[src/rtl/pipe_ctrl_pkg.sv]
// Shared types and constants for the pipeline hazard controller.
package pipe_ctrl_pkg;

  typedef enum logic [1:0] {
    IDLE = 2'd0,
    WAIT = 2'd1,
    ERR  = 2'd2
  } hz_state_t;

  typedef enum logic [1:0] {
    FWD_RF  = 2'b00,
    FWD_MEM = 2'b01,
    FWD_WB  = 2'b10
  } fwd_sel_t;

  localparam logic [4:0] REG_X0 = 5'd0;

endpackage

[src/rtl/fwd_unit.sv]
// Single-operand EX forwarding select; the younger MEM result beats WB.
module fwd_unit
  import pipe_ctrl_pkg::*;
(
  input  logic [4:0] ex_rs_i,
  input  logic [4:0] mem_rd_i,
  input  logic       mem_reg_we_i,
  input  logic [4:0] wb_rd_i,
  input  logic       wb_reg_we_i,
  output fwd_sel_t   sel_o
);

  // Pick the most recent in-flight producer of the source register.
  always_comb begin
    sel_o = FWD_RF;
    if (mem_reg_we_i && (mem_rd_i != REG_X0) && (mem_rd_i == ex_rs_i)) begin
      sel_o = FWD_MEM;
    end else if (wb_reg_we_i && (wb_rd_i != REG_X0) && (wb_rd_i == ex_rs_i)) begin
      sel_o = FWD_WB;
    end
  end

endmodule

[src/rtl/pipe_hazard_ctrl.sv]
// Hazard/stall controller for the 5-stage pipeline: stage enables and
// flushes, data-memory handshake with timeout, and EX operand forwarding.
module pipe_hazard_ctrl
  import pipe_ctrl_pkg::*;
#(
  parameter int MEM_TIMEOUT = 16,
  parameter int CNT_W       = 16
) (
  input  logic             clk,
  input  logic             rst_n,
  input  logic [4:0]       id_rs1,
  input  logic [4:0]       id_rs2,
  input  logic             id_uses_rs1,
  input  logic             id_uses_rs2,
  input  logic [4:0]       ex_rs1,
  input  logic [4:0]       ex_rs2,
  input  logic [4:0]       ex_rd,
  input  logic             ex_is_load,
  input  logic             ex_reg_we,
  input  logic             ex_branch_taken,
  input  logic             mem_req,
  input  logic             dmem_ack,
  input  logic [4:0]       mem_rd,
  input  logic [4:0]       wb_rd,
  input  logic             mem_reg_we,
  input  logic             wb_reg_we,
  output logic             pc_en,
  output logic             if_id_en,
  output logic             id_ex_en,
  output logic             ex_mem_en,
  output logic             mem_wb_en,
  output logic             if_id_flush,
  output logic             id_ex_flush,
  output logic             ex_mem_flush,
  output logic             mem_wb_flush,
  output logic             dmem_req,
  output logic [1:0]       fwd_a,
  output logic [1:0]       fwd_b,
  output logic             bus_err,
  output logic [CNT_W-1:0] stall_cnt
);

  localparam int TMO_W = $clog2(MEM_TIMEOUT + 1);
  localparam logic [TMO_W-1:0] TMO_LAST = TMO_W'(MEM_TIMEOUT - 1);

  hz_state_t        state_q, state_d;
  logic [TMO_W-1:0] tmo_cnt_q, tmo_cnt_d;
  logic             bus_err_q, bus_err_d;
  logic [CNT_W-1:0] stall_cnt_q;
  logic             mem_stall;
  logic             load_use;
  fwd_sel_t         fwd_a_sel, fwd_b_sel;

  fwd_unit u_fwd_a (
    .ex_rs_i      (ex_rs1),
    .mem_rd_i     (mem_rd),
    .mem_reg_we_i (mem_reg_we),
    .wb_rd_i      (wb_rd),
    .wb_reg_we_i  (wb_reg_we),
    .sel_o        (fwd_a_sel)
  );

  fwd_unit u_fwd_b (
    .ex_rs_i      (ex_rs2),
    .mem_rd_i     (mem_rd),
    .mem_reg_we_i (mem_reg_we),
    .wb_rd_i      (wb_rd),
    .wb_reg_we_i  (wb_reg_we),
    .sel_o        (fwd_b_sel)
  );

  assign fwd_a     = rst_n ? fwd_a_sel : FWD_RF;
  assign fwd_b     = rst_n ? fwd_b_sel : FWD_RF;
  assign bus_err   = bus_err_q;
  assign stall_cnt = stall_cnt_q;

  assign load_use = ex_is_load && ex_reg_we && (ex_rd != REG_X0) &&
                    ((id_uses_rs1 && (id_rs1 == ex_rd)) ||
                     (id_uses_rs2 && (id_rs2 == ex_rd)));

  // Memory FSM next-state plus prioritised enable/flush generation.
  always_comb begin
    state_d      = state_q;
    tmo_cnt_d    = tmo_cnt_q;
    bus_err_d    = bus_err_q;
    mem_stall    = 1'b0;
    dmem_req     = 1'b0;
    pc_en        = 1'b0;
    if_id_en     = 1'b0;
    id_ex_en     = 1'b0;
    ex_mem_en    = 1'b0;
    mem_wb_en    = 1'b0;
    if_id_flush  = 1'b0;
    id_ex_flush  = 1'b0;
    ex_mem_flush = 1'b0;
    mem_wb_flush = 1'b0;

    case (state_q)
      IDLE: begin
        dmem_req = mem_req;
        if (mem_req && !dmem_ack) begin
          mem_stall = 1'b1;
          tmo_cnt_d = TMO_W'(1);
          state_d   = WAIT;
        end
      end
      WAIT: begin
        dmem_req = 1'b1;
        if (dmem_ack) begin
          tmo_cnt_d = '0;
          state_d   = IDLE;
        end else begin
          mem_stall = 1'b1;
          if (tmo_cnt_q == TMO_LAST) begin
            state_d   = ERR;
            bus_err_d = 1'b1;
          end else begin
            tmo_cnt_d = tmo_cnt_q + TMO_W'(1);
          end
        end
      end
      default: begin
        dmem_req = 1'b0;
      end
    endcase

    if (state_q == ERR) begin
      // Everything frozen until reset.
      dmem_req = 1'b0;
    end else if (mem_stall) begin
      // Hold the front of the pipe; older instruction in WB retires, bubble follows.
      mem_wb_en    = 1'b1;
      mem_wb_flush = 1'b1;
    end else if (ex_branch_taken) begin
      // Redirect: squash the two wrong-path instructions behind the branch.
      pc_en       = 1'b1;
      if_id_en    = 1'b1;
      id_ex_en    = 1'b1;
      ex_mem_en   = 1'b1;
      mem_wb_en   = 1'b1;
      if_id_flush = 1'b1;
      id_ex_flush = 1'b1;
    end else if (load_use) begin
      // One bubble into EX; the consumer picks the load data up from WB.
      id_ex_en    = 1'b1;
      id_ex_flush = 1'b1;
      ex_mem_en   = 1'b1;
      mem_wb_en   = 1'b1;
    end else begin
      pc_en     = 1'b1;
      if_id_en  = 1'b1;
      id_ex_en  = 1'b1;
      ex_mem_en = 1'b1;
      mem_wb_en = 1'b1;
    end

    if (!rst_n) begin
      dmem_req     = 1'b0;
      pc_en        = 1'b0;
      if_id_en     = 1'b0;
      id_ex_en     = 1'b0;
      ex_mem_en    = 1'b0;
      mem_wb_en    = 1'b0;
      if_id_flush  = 1'b0;
      id_ex_flush  = 1'b0;
      ex_mem_flush = 1'b0;
      mem_wb_flush = 1'b0;
    end
  end

  // FSM, timeout counter, sticky error and saturating stall counter.
  always_ff @(posedge clk) begin
    if (!rst_n) begin
      state_q     <= IDLE;
      tmo_cnt_q   <= '0;
      bus_err_q   <= 1'b0;
      stall_cnt_q <= '0;
    end else begin
      state_q   <= state_d;
      tmo_cnt_q <= tmo_cnt_d;
      bus_err_q <= bus_err_d;
      if (!pc_en && (stall_cnt_q != {CNT_W{1'b1}})) begin
        stall_cnt_q <= stall_cnt_q + CNT_W'(1);
      end
    end
  end

endmodule
[config.mk]
export PLATFORM = sky130hd
export DESIGN_NAME = pipe_hazard_ctrl
export DESIGN_NICKNAME = d
export VERILOG_FILES = /design/src/rtl/pipe_ctrl_pkg.sv /design/src/rtl/fwd_unit.sv /design/src/rtl/pipe_hazard_ctrl.sv
export SDC_FILE = /design/constraint.sdc
export NUM_CORES = 1
export LEC_CHECK = 0
export CORE_ASPECT_RATIO = 0.9
export CORE_UTILIZATION = 39
export DETAILED_ROUTE_END_ITERATION = 6
export GPL_TIMING_DRIVEN = 1
export PLACE_DENSITY = 0.77
export SYNTH_ARGS = -nofsm -noshare
export SYNTH_HDL_FRONTEND = slang
export SYNTH_HIERARCHICAL = 1
export SYNTH_SLANG_ARGS = --single-unit
[constraint.sdc]
create_clock -name clk -period 1.8 [get_ports clk]
set_input_delay 0.18 -clock clk [delete_from_list [all_inputs] [get_ports clk]]
set_output_delay 0.18 -clock clk [all_outputs]
set_load 0.02 [all_outputs]
==> results.py <==
metrics = {
    "final_layout": {
        "antennaDiodeCount": 0,
        "postLayoutCellArea_um2": 3130,
        "regArea_um2": 514,
        "drive_above_1_share_pct": 35.8,
        "final_core_util_pct": 69.4,
        "syn2layout_area_growth_pct": 68.0,
        "multiInputGateArea_um2": 1420,
        "stdcell_count": 394,
        "fill_cells": 370,
        "nets": 382,
    },
    "clock_network": {
        "clk_latency_ns": 0.27,
        "ctsHoldBuffers": 0,
        "path_clk_slew_ns": 0.09,
        "htree_levels": 1,
        "cts_buffer_depth": 2,
        "clockRootBuffer": "clkbuf_8",
        "cts_buffers": 3,
        "cts_tree": "built",
        "clock-sinks": 24,
    },
    "hold_path": {
        "hold_end": "bus_err",
        "hold_depth": 1,
        "hp-start": "bus_err",
        "hp-class": "register to register",
    },
    "critical_path": {
        "cp-start-kind": "primary input",
        "path_delay_family": "compound AO/OA/AOI/OAI gates",
        "cp.arrival_ns": 1.94,
        "crit_buf_inv": 3,
        "reg2reg_slack_ns": 0.07,
        "required_ns": 1.95,
        "cp_cell_sequence": "dlygate4sd2_1 > xnor2_1 > nand4_1 > o22ai_4 > a31oi_4 > buf_6 > buf_4 > o311ai_1 > o41ai_1",
        "reg2reg_depth": 7,
        "reg2reg_from": "stall_cnt[10]",
        "crit_path_end_kind": "register",
        "slowest_stage": "o311ai_1",
        "cp_max_fo": 8,
        "r2r_end": "stall_cnt[4]",
        "slowest_delay_ns": 0.32,
        "crit_type": "primary input to register",
    },
    "place": {
        "place.detailed.hpwl_um": 4140,
        "gp_congestion": 0.821,
        "dp.cells": 380,
        "pre_cts_slack_ns": -0.630,
        "port_buffers": 75,
        "place_area_um2": 2900,
    },
    "flow_run": {
        "cap_violations": 0,
    },
    "power": {
        "p_leak_nw": 1.24,
        "p_per_area_nw_per_um2": 417,
        "peakVddDrop_mv": 0.306,
    },
    "floorplan": {
        "num_rows": 23,
        "pin_count": 77,
        "die_area_um2": 5060,
        "floorplan.initialDensity_pct": 41.3,
        "die_h_um": 67.6,
        "core_um2": 4520,
        "die_x_um": 74.9,
    },
    "run_status": {
        "status": "complete, no violations",
    },
    "routing": {
        "antenna_left": 0,
        "drt_wl_total_um": 5800,
        "drc": 0,
        "avgViaCountPerCell": 5.24,
        "dr_total_vias": 2066,
        "wl_per_cell_um": 14.7,
        "dr.pass1.iters": 4,
        "drtIter0Drc": 73,
    },
    "logic_synthesis": {
        "synth_area_leader_cell": "dfxtp_1",
        "ys_seq_area_share_pct": 25.8,
        "synth-seq-cells": 24,
        "synthMuxAreaShare_pct": 2.68,
        "ys_async_sr_fraction_pct": 0,
        "synth_ff_type": "dfxtp_1",
        "synth_area_leaders": "dfxtp_1 26%, xnor2_1 9.4%, nand2_1 3.8%",
        "avgSynthCellArea_um2": 8.44,
        "synth_top_family_by_area": "simple AND/OR/NAND/NOR gates",
        "synth_fa_ha_area_share_pct": 2.01,
        "netlist_instances": 221,
        "synth_xor_area_share_pct": 13.1,
        "yosys.cell_count.top_type": "dfxtp_1",
        "synth_compound_gate_area_share_pct": 20.0,
        "synth_simple_gate_area_share_pct": 29.3,
        "ys_types": 51,
        "syn_nets": 270,
        "synth_top_area_share_pct": 25.8,
        "synthTopCellsByCount": "24 x dfxtp_1, 20 x xnor2_1, 19 x nand2_1, 15 x nor2_1, 12 x a21oi_1",
        "synth_edf_count": 0,
        "yosysWarningCount": 6,
        "synth_area_um2": 1870,
    },
    "sta": {
        "worst_slack_ns": 0.0101,
        "setup_violations": 0,
        "finalClockSkew_ns": 0.00295,
        "finalCritPeriodShare_pct": 99.4,
        "fmax_ghz": 0.559,
        "finalHoldViolations": 0,
        "drv_slew": 0,
        "period_minus_slack_ns": 1.79,
    },
    "global_route": {
        "globalRouteOverflowTotal": 0,
        "grt_pass1_wl_um": 8670,
        "antenna_found_initial": 0,
        "grt.total_usage_pct": 22.1,
        "grt_max_degree": 21,
        "first_global_vias": 1933,
    },
}
==> cell type report <==
type / count / area share (%)
multi-input combinational: 175 / 45.2
timing repair buffer: 119 / 33.3
clock buffer: 4 / 1.44
inverter: 10 / 1.20
sequential: 24 / 16.4
tap: 62 / 2.48
==> worst max path at each step <==
| stage | depth (start not counted) | slack [ns] | from | endpoint |
|---|---|---|---|---|
| CTS | 7 | 0.0009 | ex_rs1[4] | fwd_a[1] |
| global route | 9 | -0.11 | id_rs1[1] | stall_cnt[14] |
| floorplan | 8 | 0.003 | stall_cnt[0] | stall_cnt[12] |
| finish | 9 | 0.01 | id_rs1[1] | stall_cnt[14] |
| detailed placement | 5 | -0.63 | ex_rd[1] | if_id_en |
| global placement | 5 | -0.61 | ex_rd[1] | if_id_en |
==> where the power goes <==
part           leakage [nW]  switching [W]  internal (W)
logic                  1.02       0.000201      0.000225
registers             0.202      0.0000113      0.000533
clock network        0.0228       0.000177      0.000159
total                  1.24       0.000390      0.000916
==> state kept, by name (all words and copies together) (netlist names) <==
| register | count |
|---|---|
| stall_cnt | 16 |
| bus_err | 1 |
| state_q | 2 |
| tmo_cnt_q | 5 |
==> through the flow <==
| stage | hold WS [ns] | total power, W | TNS, ns |
|---|---|---|---|
| after detailed placement | 0.457 | 0.000953 | -12.77 |
| after global routing | 0.507 | 0.00137 | -0.951 |
| after global placement | 0.464 | 0.000944 | -11.49 |
| after CTS | 0.489 | 0.00129 | 0 |
| final | 0.489 | 0.00131 | 0 |
| after floorplan | 0.336 | 0.000734 | 0 |
==> layout by cell type (no fill, tap or decap), types with 6 or more instances in the layout <==
cell,Yosys,final
buf_4,3,37
clkdlybuf4s50_1,0,31
dlygate4sd2_1,0,23
nand2_1,19,17
xnor2_1,20,16
nor2_1,15,14
dfxtp_1,24,11
buf_6,3,10
inv_1,9,9
nand3_1,9,9
a21oi_1,12,8
xor2_1,8,8
dfxtp_4,0,7
o21a_1,6,6
buf_2,1,6
dfxtp_2,0,6
==> worst reg2reg max path: cells and delay by family (launching register included) <==
kind | cells | cell delay, ns
buf+inv | 1 | 0.17
flops | 1 | 0.35
compound gates | 1 | 0.12
simple gates | 5 | 1.04
==> timing repair <==
action	4_1_cts	5_1_grt
pin swaps	20	24
setup endpoints to repair	29	27
gates resized for setup	82	49
gates cloned	1	0
setup buffers	6	5
==> cell families after synthesis <==
kind of cell             Yosys count
XOR/XNOR                          28
adder cells (fa/ha/maj)            3
AO/OA/AOI/OAI                     46
multiplexers                       5
other                              1
AND/OR/NAND/NOR                   92
buffers and inverters             22
flip-flops                        24
==> routing by layer <==
metal | global-route usage (%) | up-vias | share of wire, %
li1 | - | 1024 | -
met1 | 28.1 | 995 | 43
met2 | 38.0 | 35 | 52
met3 | 3.58 | 12 | 2.9
met4 | 6.84 | 0 | 1.9
met5 | 0 | - | 0
(Power assumes the default switching activity.)
